### src/rtl/cordic_arbiter.sv
// Purpose : shares one fixed-latency cordic sin/cos pipeline among NUM_REQ round-robin requesters.
// Latency : request accepted in cycle t -> response at the FIFO head in cycle t+LATENCY+1.
// Backpr. : credits stop new grants before the response FIFO could overflow; the cordic never stalls.
//
// Ports:
//   clk, reset                 clock, synchronous active-high reset (also resets the attached cordic)
//   req_valid/req_theta/req_ready   per-requester angle handshake; req_ready is one-hot-or-zero
//   resp_valid/resp_ready/resp_id/resp_cos/resp_sin   response FIFO head, valid/ready
//   cor_valid_in/cor_theta_in  drive the cordic input
//   cor_valid_out/cor_cos_out/cor_sin_out   cordic results
//   busy                       results outstanding (in flight or buffered)
//   tag_err                    sticky: cordic output valid disagreed with the ID tag pipeline

// Small generic synchronous FIFO, first-word fall-through.
// Latency : a write appears on rd_* the cycle after it is written.
// Backpr. : no write-side ready; the producer must guarantee it never writes into a full FIFO
//           unless it pops in the same cycle.
module cordic_arb_fifo #(
  parameter int WIDTH = 8,
  parameter int DEPTH = 32
) (
  input  logic             clk,
  input  logic             reset,
  input  logic             wr_vld,
  input  logic [WIDTH-1:0] wr_dat,
  output logic             rd_vld,
  input  logic             rd_rdy,
  output logic [WIDTH-1:0] rd_dat
);
  localparam int AW = (DEPTH > 1) ? $clog2(DEPTH) : 1;
  localparam int CW = $clog2(DEPTH + 1);

  logic [WIDTH-1:0] mem [DEPTH];
  logic [AW-1:0]    wr_ptr;
  logic [AW-1:0]    rd_ptr;
  logic [CW-1:0]    count;
  logic             pop;

  assign pop    = rd_vld && rd_rdy;
  assign rd_vld = (count != '0);
  assign rd_dat = mem[rd_ptr];

  // Storage carries no reset: contents are only observed while count != 0.
  always_ff @(posedge clk) begin
    if (wr_vld) begin
      mem[wr_ptr] <= wr_dat;
    end
  end

  always_ff @(posedge clk) begin
    if (reset) begin
      wr_ptr <= '0;
      rd_ptr <= '0;
      count  <= '0;
    end else begin
      if (wr_vld) begin
        wr_ptr <= (wr_ptr == AW'(DEPTH - 1)) ? '0 : wr_ptr + AW'(1);
      end
      if (pop) begin
        rd_ptr <= (rd_ptr == AW'(DEPTH - 1)) ? '0 : rd_ptr + AW'(1);
      end
      // When full, a write and a pop together hit the same slot: the head is
      // read before the edge and overwritten at it, so no data is lost.
      case ({wr_vld, pop})
        2'b10:   count <= count + CW'(1);
        2'b01:   count <= count - CW'(1);
        default: count <= count;
      endcase
    end
  end
endmodule

module cordic_arbiter #(
  parameter int NUM_REQ    = 4,
  parameter int ID_W       = 2,
  parameter int LATENCY    = 16,
  parameter int RESP_DEPTH = 32
) (
  input  logic                    clk,
  input  logic                    reset,
  input  logic [NUM_REQ-1:0]      req_valid,
  input  logic [NUM_REQ*32-1:0]   req_theta,
  output logic [NUM_REQ-1:0]      req_ready,
  output logic                    resp_valid,
  input  logic                    resp_ready,
  output logic [ID_W-1:0]         resp_id,
  output logic [15:0]             resp_cos,
  output logic [15:0]             resp_sin,
  output logic                    cor_valid_in,
  output logic [31:0]             cor_theta_in,
  input  logic                    cor_valid_out,
  input  logic [15:0]             cor_cos_out,
  input  logic [15:0]             cor_sin_out,
  output logic                    busy,
  output logic                    tag_err
);
  localparam int CRED_W = $clog2(RESP_DEPTH + 1);

  typedef struct packed {
    logic [ID_W-1:0] id;
    logic [15:0]     cos_v;
    logic [15:0]     sin_v;
  } resp_ent_t;

  logic [ID_W-1:0]   rr_ptr;
  logic [CRED_W-1:0] credits;
  logic              can_issue;
  logic              grant_any;
  logic [ID_W-1:0]   grant_id;
  logic [NUM_REQ-1:0] grant;
  logic              resp_pop;

  logic [LATENCY-1:0] tag_vld;
  logic [ID_W-1:0]    tag_id [LATENCY];
  logic               cap_vld;
  resp_ent_t          cap_dat;
  resp_ent_t          head_dat;

  // Every result still owed to the FIFO (in flight or buffered) holds a credit,
  // so a grant is only given while a FIFO slot is guaranteed for its result.
  // Grants are held off during reset since the cordic is being cleared too.
  assign can_issue = !reset && (credits < CRED_W'(RESP_DEPTH));
  assign resp_pop  = resp_valid && resp_ready;
  assign busy      = (credits != '0);

  // Round-robin: first search rr_ptr..NUM_REQ-1, then wrap to 0..rr_ptr-1.
  always_comb begin
    grant     = '0;
    grant_id  = '0;
    grant_any = 1'b0;
    for (int i = 0; i < NUM_REQ; i++) begin
      if (can_issue && !grant_any && req_valid[i] && (ID_W'(i) >= rr_ptr)) begin
        grant[i]  = 1'b1;
        grant_id  = ID_W'(i);
        grant_any = 1'b1;
      end
    end
    for (int i = 0; i < NUM_REQ; i++) begin
      if (can_issue && !grant_any && req_valid[i] && (ID_W'(i) < rr_ptr)) begin
        grant[i]  = 1'b1;
        grant_id  = ID_W'(i);
        grant_any = 1'b1;
      end
    end
  end

  always_comb begin
    cor_theta_in = '0;
    for (int i = 0; i < NUM_REQ; i++) begin
      if (grant[i]) begin
        cor_theta_in = req_theta[32*i +: 32];
      end
    end
  end

  assign req_ready    = grant;
  assign cor_valid_in = grant_any;

  always_ff @(posedge clk) begin
    if (reset) begin
      rr_ptr <= '0;
    end else if (grant_any) begin
      rr_ptr <= (grant_id == ID_W'(NUM_REQ - 1)) ? '0 : grant_id + ID_W'(1);
    end
  end

  always_ff @(posedge clk) begin
    if (reset) begin
      credits <= '0;
    end else begin
      case ({cor_valid_in, resp_pop})
        2'b10:   credits <= credits + CRED_W'(1);
        2'b01:   credits <= credits - CRED_W'(1);
        default: credits <= credits;
      endcase
    end
  end

  // Tag pipeline mirrors the cordic depth: the last stage lines up with cor_valid_out.
  always_ff @(posedge clk) begin
    if (reset) begin
      tag_vld <= '0;
    end else begin
      tag_vld <= {tag_vld[LATENCY-2:0], cor_valid_in};
    end
  end

  always_ff @(posedge clk) begin
    tag_id[0] <= grant_id;
    for (int s = 1; s < LATENCY; s++) begin
      tag_id[s] <= tag_id[s-1];
    end
  end

  // A valid mismatch means the tag alignment can no longer be trusted; flag it
  // and drop that cycle's result rather than pushing a mislabelled entry.
  always_ff @(posedge clk) begin
    if (reset) begin
      tag_err <= 1'b0;
    end else if (cor_valid_out != tag_vld[LATENCY-1]) begin
      tag_err <= 1'b1;
    end
  end

  assign cap_vld       = cor_valid_out && tag_vld[LATENCY-1];
  assign cap_dat.id    = tag_id[LATENCY-1];
  assign cap_dat.cos_v = cor_cos_out;
  assign cap_dat.sin_v = cor_sin_out;

  cordic_arb_fifo #(
    .WIDTH ($bits(resp_ent_t)),
    .DEPTH (RESP_DEPTH)
  ) u_resp_fifo (
    .clk    (clk),
    .reset  (reset),
    .wr_vld (cap_vld),
    .wr_dat (cap_dat),
    .rd_vld (resp_valid),
    .rd_rdy (resp_ready),
    .rd_dat (head_dat)
  );

  assign resp_id  = head_dat.id;
  assign resp_cos = head_dat.cos_v;
  assign resp_sin = head_dat.sin_v;
endmodule

### config.mk
export PLATFORM = sky130hd
export DESIGN_NAME = cordic_arbiter
export DESIGN_NICKNAME = d
export VERILOG_FILES = /design/src/rtl/cordic_arbiter.sv
export SDC_FILE = /design/constraint.sdc
export NUM_CORES = 1
export LEC_CHECK = 0
export CAP_MARGIN = 10
export CORE_ASPECT_RATIO = 1.2
export CORE_MARGIN = 1
export CORE_UTILIZATION = 55
export CTS_BUF_LIST = sky130_fd_sc_hd__clkbuf_16
export DETAILED_ROUTE_END_ITERATION = 8
export GPL_ROUTABILITY_DRIVEN = 0
export GPL_TIMING_DRIVEN = 0
export MAX_ROUTING_LAYER = met4
export PLACE_DENSITY = 0.74
export RECOVER_POWER = 100
export SLEW_MARGIN = 30
export SYNTH_ARGS = -nofsm -noshare
export SYNTH_HDL_FRONTEND = slang
export SYNTH_SLANG_ARGS = --single-unit
export TNS_END_PERCENT = 30
### constraint.sdc
create_clock -name clk -period 4.3 [get_ports clk]
set_input_delay 0.43 -clock clk [delete_from_list [all_inputs] [get_ports clk]]
set_output_delay 0.43 -clock clk [all_outputs]
set_load 0.05 [all_outputs]
==> impl_metrics.yaml <==
final_layout:
  fin_nets: 2968
  area_growth_pct: 15.9
  layout_cell_share_with_drive_strength_beyond_1: 0.148
  fillCellCount: 5327
  utilization: 0.643
  fin_area_sq_um: 52600
pwr:
  clkPwrFrac: 0.412
  max-vdd-ir-drop_mv: 0.317
  combPwrFrac: 0.036
  internal-power_mw: 17.9
  leakagePower_nw: 16.3
  pwr-share-seq: 0.552
  total_switching_power_mw: 4.70
  switching_share: 0.208
  cellPowerDensity_nw_per_um2: 429
floorplanning:
  core_area_sq_um: 81900
  chipHeight_microns: 317
  dieArea_sq_um: 83700
  core.rowCount: 115
  io-pin-count: 242
  die_width_microns: 264
  start_util: 0.554
synth:
  postSynthAreaPerCell_sq_um: 19.2
  synth.net_count: 2558
  synth.largest_area_cell: "sky130_fd_sc_hd__edfxtp_1"
  library_cell_with_the_highest_instance_count_after_synthesis: "sky130_fd_sc_hd__edfxtp_1"
  yosys_most_used_dff: "sky130_fd_sc_hd__edfxtp_1"
  number_of_flops_mapped_to_enable_cells_by_yosys: 1088
  number_of_flip_flops_and_latches_in_the_synthesized_netlist: 1166
  synthTopCellsByArea: "sky130_fd_sc_hd__edfxtp_1 (72%), sky130_fd_sc_hd__mux4_2 (6.7%), sky130_fd_sc_hd__mux2i_1 (6.1%)"
  synth_cell_types: 63
  synth_seq_area_share: 0.754
  syn-instance-count: 2369
  synth_commonest_cells: "sky130_fd_sc_hd__edfxtp_1 (1088), sky130_fd_sc_hd__mux2i_1 (277), sky130_fd_sc_hd__a22oi_1 (168)"
  netlist_area_sq_um: 45400
  async_flop_share: 0
  synth_top_area_frac: 0.720
  yosys_warning_count: 0
outcome:
  failed_checks: "max-capacitance violations, max-slew violations, negative setup slack"
  run_status: "finished, violations left"
sta:
  tns_ns: -0.146
  layout_setup_ws_ns: -0.0917
  worst-slew-pin-transition_ns: 1.71
  rsz0062_at_grt: "false"
  slew-limit-headroom: -0.145
  final_max_slew_viols: 107
  post_layout_min_period_ns: 4.39
  timing.clock.skew_ns: 0.0206
  report.final.hold_viol_count: 0
  max_freq_mhz: 228
  final_min_period_over_clock_period: 1.02
  setup_viol: 4
detailed_routing:
  antenna_violating_nets_post_route: 0
  drcViolationCount: 0
  num_vias: 25800
  detail_route.first_pass.iterations: 8
  drt-vias-per-instance: 6.58
  drtIter0Drc: 2975
  finalWirelength_mm: 126
  route.detailed.wl_per_inst_microns: 32.1
placed_design:
  placed_cell_area_sq_um: 51100
  worst_slack_placed_ns: 0.103
  dp.final_hpwl_mm: 84.7
  portBuffers: 240
hold_path:
  min_path_type: "in -> reg"
global_routing:
  grt_antenna_before_repair: 3
  grt_max_degree: 33
  gr-usage-all-layers: 0.312
  grt.overflow.total: 0
  grt_first_pass_wirelength_mm: 178
  grt_pass1_vias: 26400
setup_path:
  endpoint_kind: "output pin"
  r2r_start: "tag_vld[15]"
  critical_path_class: "reg -> out"
  worst-path-max-fanout: 10
  critical_path_arrival_ns: 3.96
  worst-r2r-setup-slack_ns: 0.18
  critical_path.endpoint: "resp_sin[14]"
  critical_path_required_ns: 3.87
  timing.reg2reg.worst_path_depth: 6
  setup.worst_path.start_class: "register"
  r2r-end: "u_resp_fifo.mem[5][18]"
clock_tree:
  clock_tree.htree_level_count: 3
  cts_sinks: 1166
  cts_root_buffer: "sky130_fd_sc_hd__clkbuf_16"
  num_cts_buffers: 103
  clock_latency_ns: 0.69
  cts.clk_slew.worst_paths_ns: 0.07
  cts-root-to-sink-buffers: 3
  cts_tree: "done"
  cts_hold_buffers: 0
  cts_setup_buffers: 0
job:
  cap_violations: 7
-- power groups by stage --
| stage | logic [mW] | clock network (mW) | registers, mW |
|---|---|---|---|
| final | 0.808 | 9.29 | 12.5 |
| after global routing | 0.837 | 9.79 | 12.5 |
| after CTS | 0.827 | 9.33 | 12.5 |
| after detailed placement | 0.826 | 0 | 12.7 |
| after global placement | 0.797 | 0 | 12.7 |
| after floorplan | 0.338 | 0 | 12.7 |
-- critical path: stages, from the launching register on --
cell and delay (ns):
sky130_fd_sc_hd__dfxtp_1 0.31, sky130_fd_sc_hd__buf_6 0.16, sky130_fd_sc_hd__buf_6 0.19, sky130_fd_sc_hd__nor4b_4 0.79, sky130_fd_sc_hd__clkbuf_2 0.51, sky130_fd_sc_hd__a22oi_1 0.20
sky130_fd_sc_hd__nand4_1 0.27, sky130_fd_sc_hd__nor3_2 0.08, sky130_fd_sc_hd__clkdlybuf4s50_1 0.73
-- logic make-up after synthesis --
| group | after synthesis | share of synthesized area |
|---|---|---|
| AND/OR/NAND/NOR | 248 | 0.0319 |
| XOR/XNOR | 5 | 0.000965 |
| buffers and inverters | 161 | 0.0204 |
| adder cells (fa/ha/maj) | 21 | 0.00612 |
| AO/OA/AOI/OAI | 353 | 0.0574 |
| multiplexers | 415 | 0.129 |
| flip-flops | 1166 | 0.754 |
-- cells in the final DEF, fill, tap and decap left out, types with 8 or more instances in the layout --
cell type                         netlist  final
sky130_fd_sc_hd__a211oi_1              29     29
sky130_fd_sc_hd__a21oi_1               15     15
sky130_fd_sc_hd__a22oi_1              168    166
sky130_fd_sc_hd__a32oi_1               32     32
sky130_fd_sc_hd__buf_2                 46     40
sky130_fd_sc_hd__buf_4                 22     22
sky130_fd_sc_hd__buf_6                 24     24
sky130_fd_sc_hd__bufinv_16              0     12
sky130_fd_sc_hd__clkbuf_1              51    136
sky130_fd_sc_hd__clkbuf_16              0    105
sky130_fd_sc_hd__clkbuf_2               1     22
sky130_fd_sc_hd__clkdlybuf4s50_1        0    155
sky130_fd_sc_hd__clkinv_1               0     29
sky130_fd_sc_hd__clkinv_2               0     18
sky130_fd_sc_hd__dfxtp_1               78     78
sky130_fd_sc_hd__dlygate4sd2_1          0     11
sky130_fd_sc_hd__dlygate4sd3_1          0     37
sky130_fd_sc_hd__edfxtp_1            1088   1088
sky130_fd_sc_hd__ha_1                  19     19
sky130_fd_sc_hd__inv_1                 11     30
sky130_fd_sc_hd__mux2i_1              277    277
sky130_fd_sc_hd__mux4_2               136    136
sky130_fd_sc_hd__nand2_1               18     18
sky130_fd_sc_hd__nand3b_1               8      8
sky130_fd_sc_hd__nand4_1               37     37
sky130_fd_sc_hd__nor2_1                56     56
sky130_fd_sc_hd__nor2b_1               55     55
sky130_fd_sc_hd__nor3_1                31     31
sky130_fd_sc_hd__o22ai_1               67     67
-- state kept, by name, indices dropped and copies added, names as in the netlist, named ones only --
signal              count
u_resp_fifo.mem      1088
credits                 6
tag_vld                16
tag_id                 32
u_resp_fifo.rd_ptr      5
rr_ptr                  2
u_resp_fifo.count       6
u_resp_fifo.wr_ptr      5
tag_err                 1
-- area by class of cell --
cell class / instances / area (sq um) / share of cell area
Buffer: 150 / 916 / 0.0174
Timing Repair Buffer: 305 / 2450 / 0.0467
Tap cell: 1053 / 1320 / 0.0250
Sequential cell: 1166 / 34200 / 0.651
Clock inverter: 90 / 773 / 0.0147
Antenna cell: 3 / 7.51 / 0.000143
Multi-Input combinational cell: 1042 / 10200 / 0.195
Clock buffer: 105 / 2630 / 0.0499
Inverter: 11 / 41.3 / 0.000785
-- layer usage --
metal | up-vias | routed length (microns) | track usage
li1 | 10600 | - | -
met1 | 13200 | 43400 | 0.360
met2 | 1632 | 63900 | 0.525
met3 | 415 | 10800 | 0.0520
met4 | 0 | 7780 | 0.168
met5 | - | 0 | -
-- worst min-delay path by stage --
stage	end	slack, ns	depth (start not counted)	startpoint
after detailed placement	tag_id[0][4]	0.31	0	tag_id[0][2]
after CTS	tag_vld[0]	0.20	3	req_valid[2]
after global routing	tag_vld[0]	0.23	3	req_valid[2]
after floorplan	tag_id[0][10]	0.31	0	tag_id[0][8]
final	tag_vld[0]	0.21	3	req_valid[2]
after global placement	tag_id[1][14]	0.31	0	tag_id[1][12]
-- per-stage QoR --
stage / cells / power, mW / hold WS (ns)
after floorplan: 2369 / 13.0 / 0.310
after global placement: 3662 / 13.5 / 0.310
after detailed placement: 3727 / 13.5 / 0.312
after CTS: 3922 / 22.6 / 0.197
after global routing: 3925 / 23.1 / 0.230
final: 3925 / 22.6 / 0.209
-- repair_timing --
action                                  CTS  global route
endpoints found under the setup margin   33            10
resized for setup                        26             9
hold endpoints to repair                  0             0
Note: power is estimated with default switching activity, not from simulation.
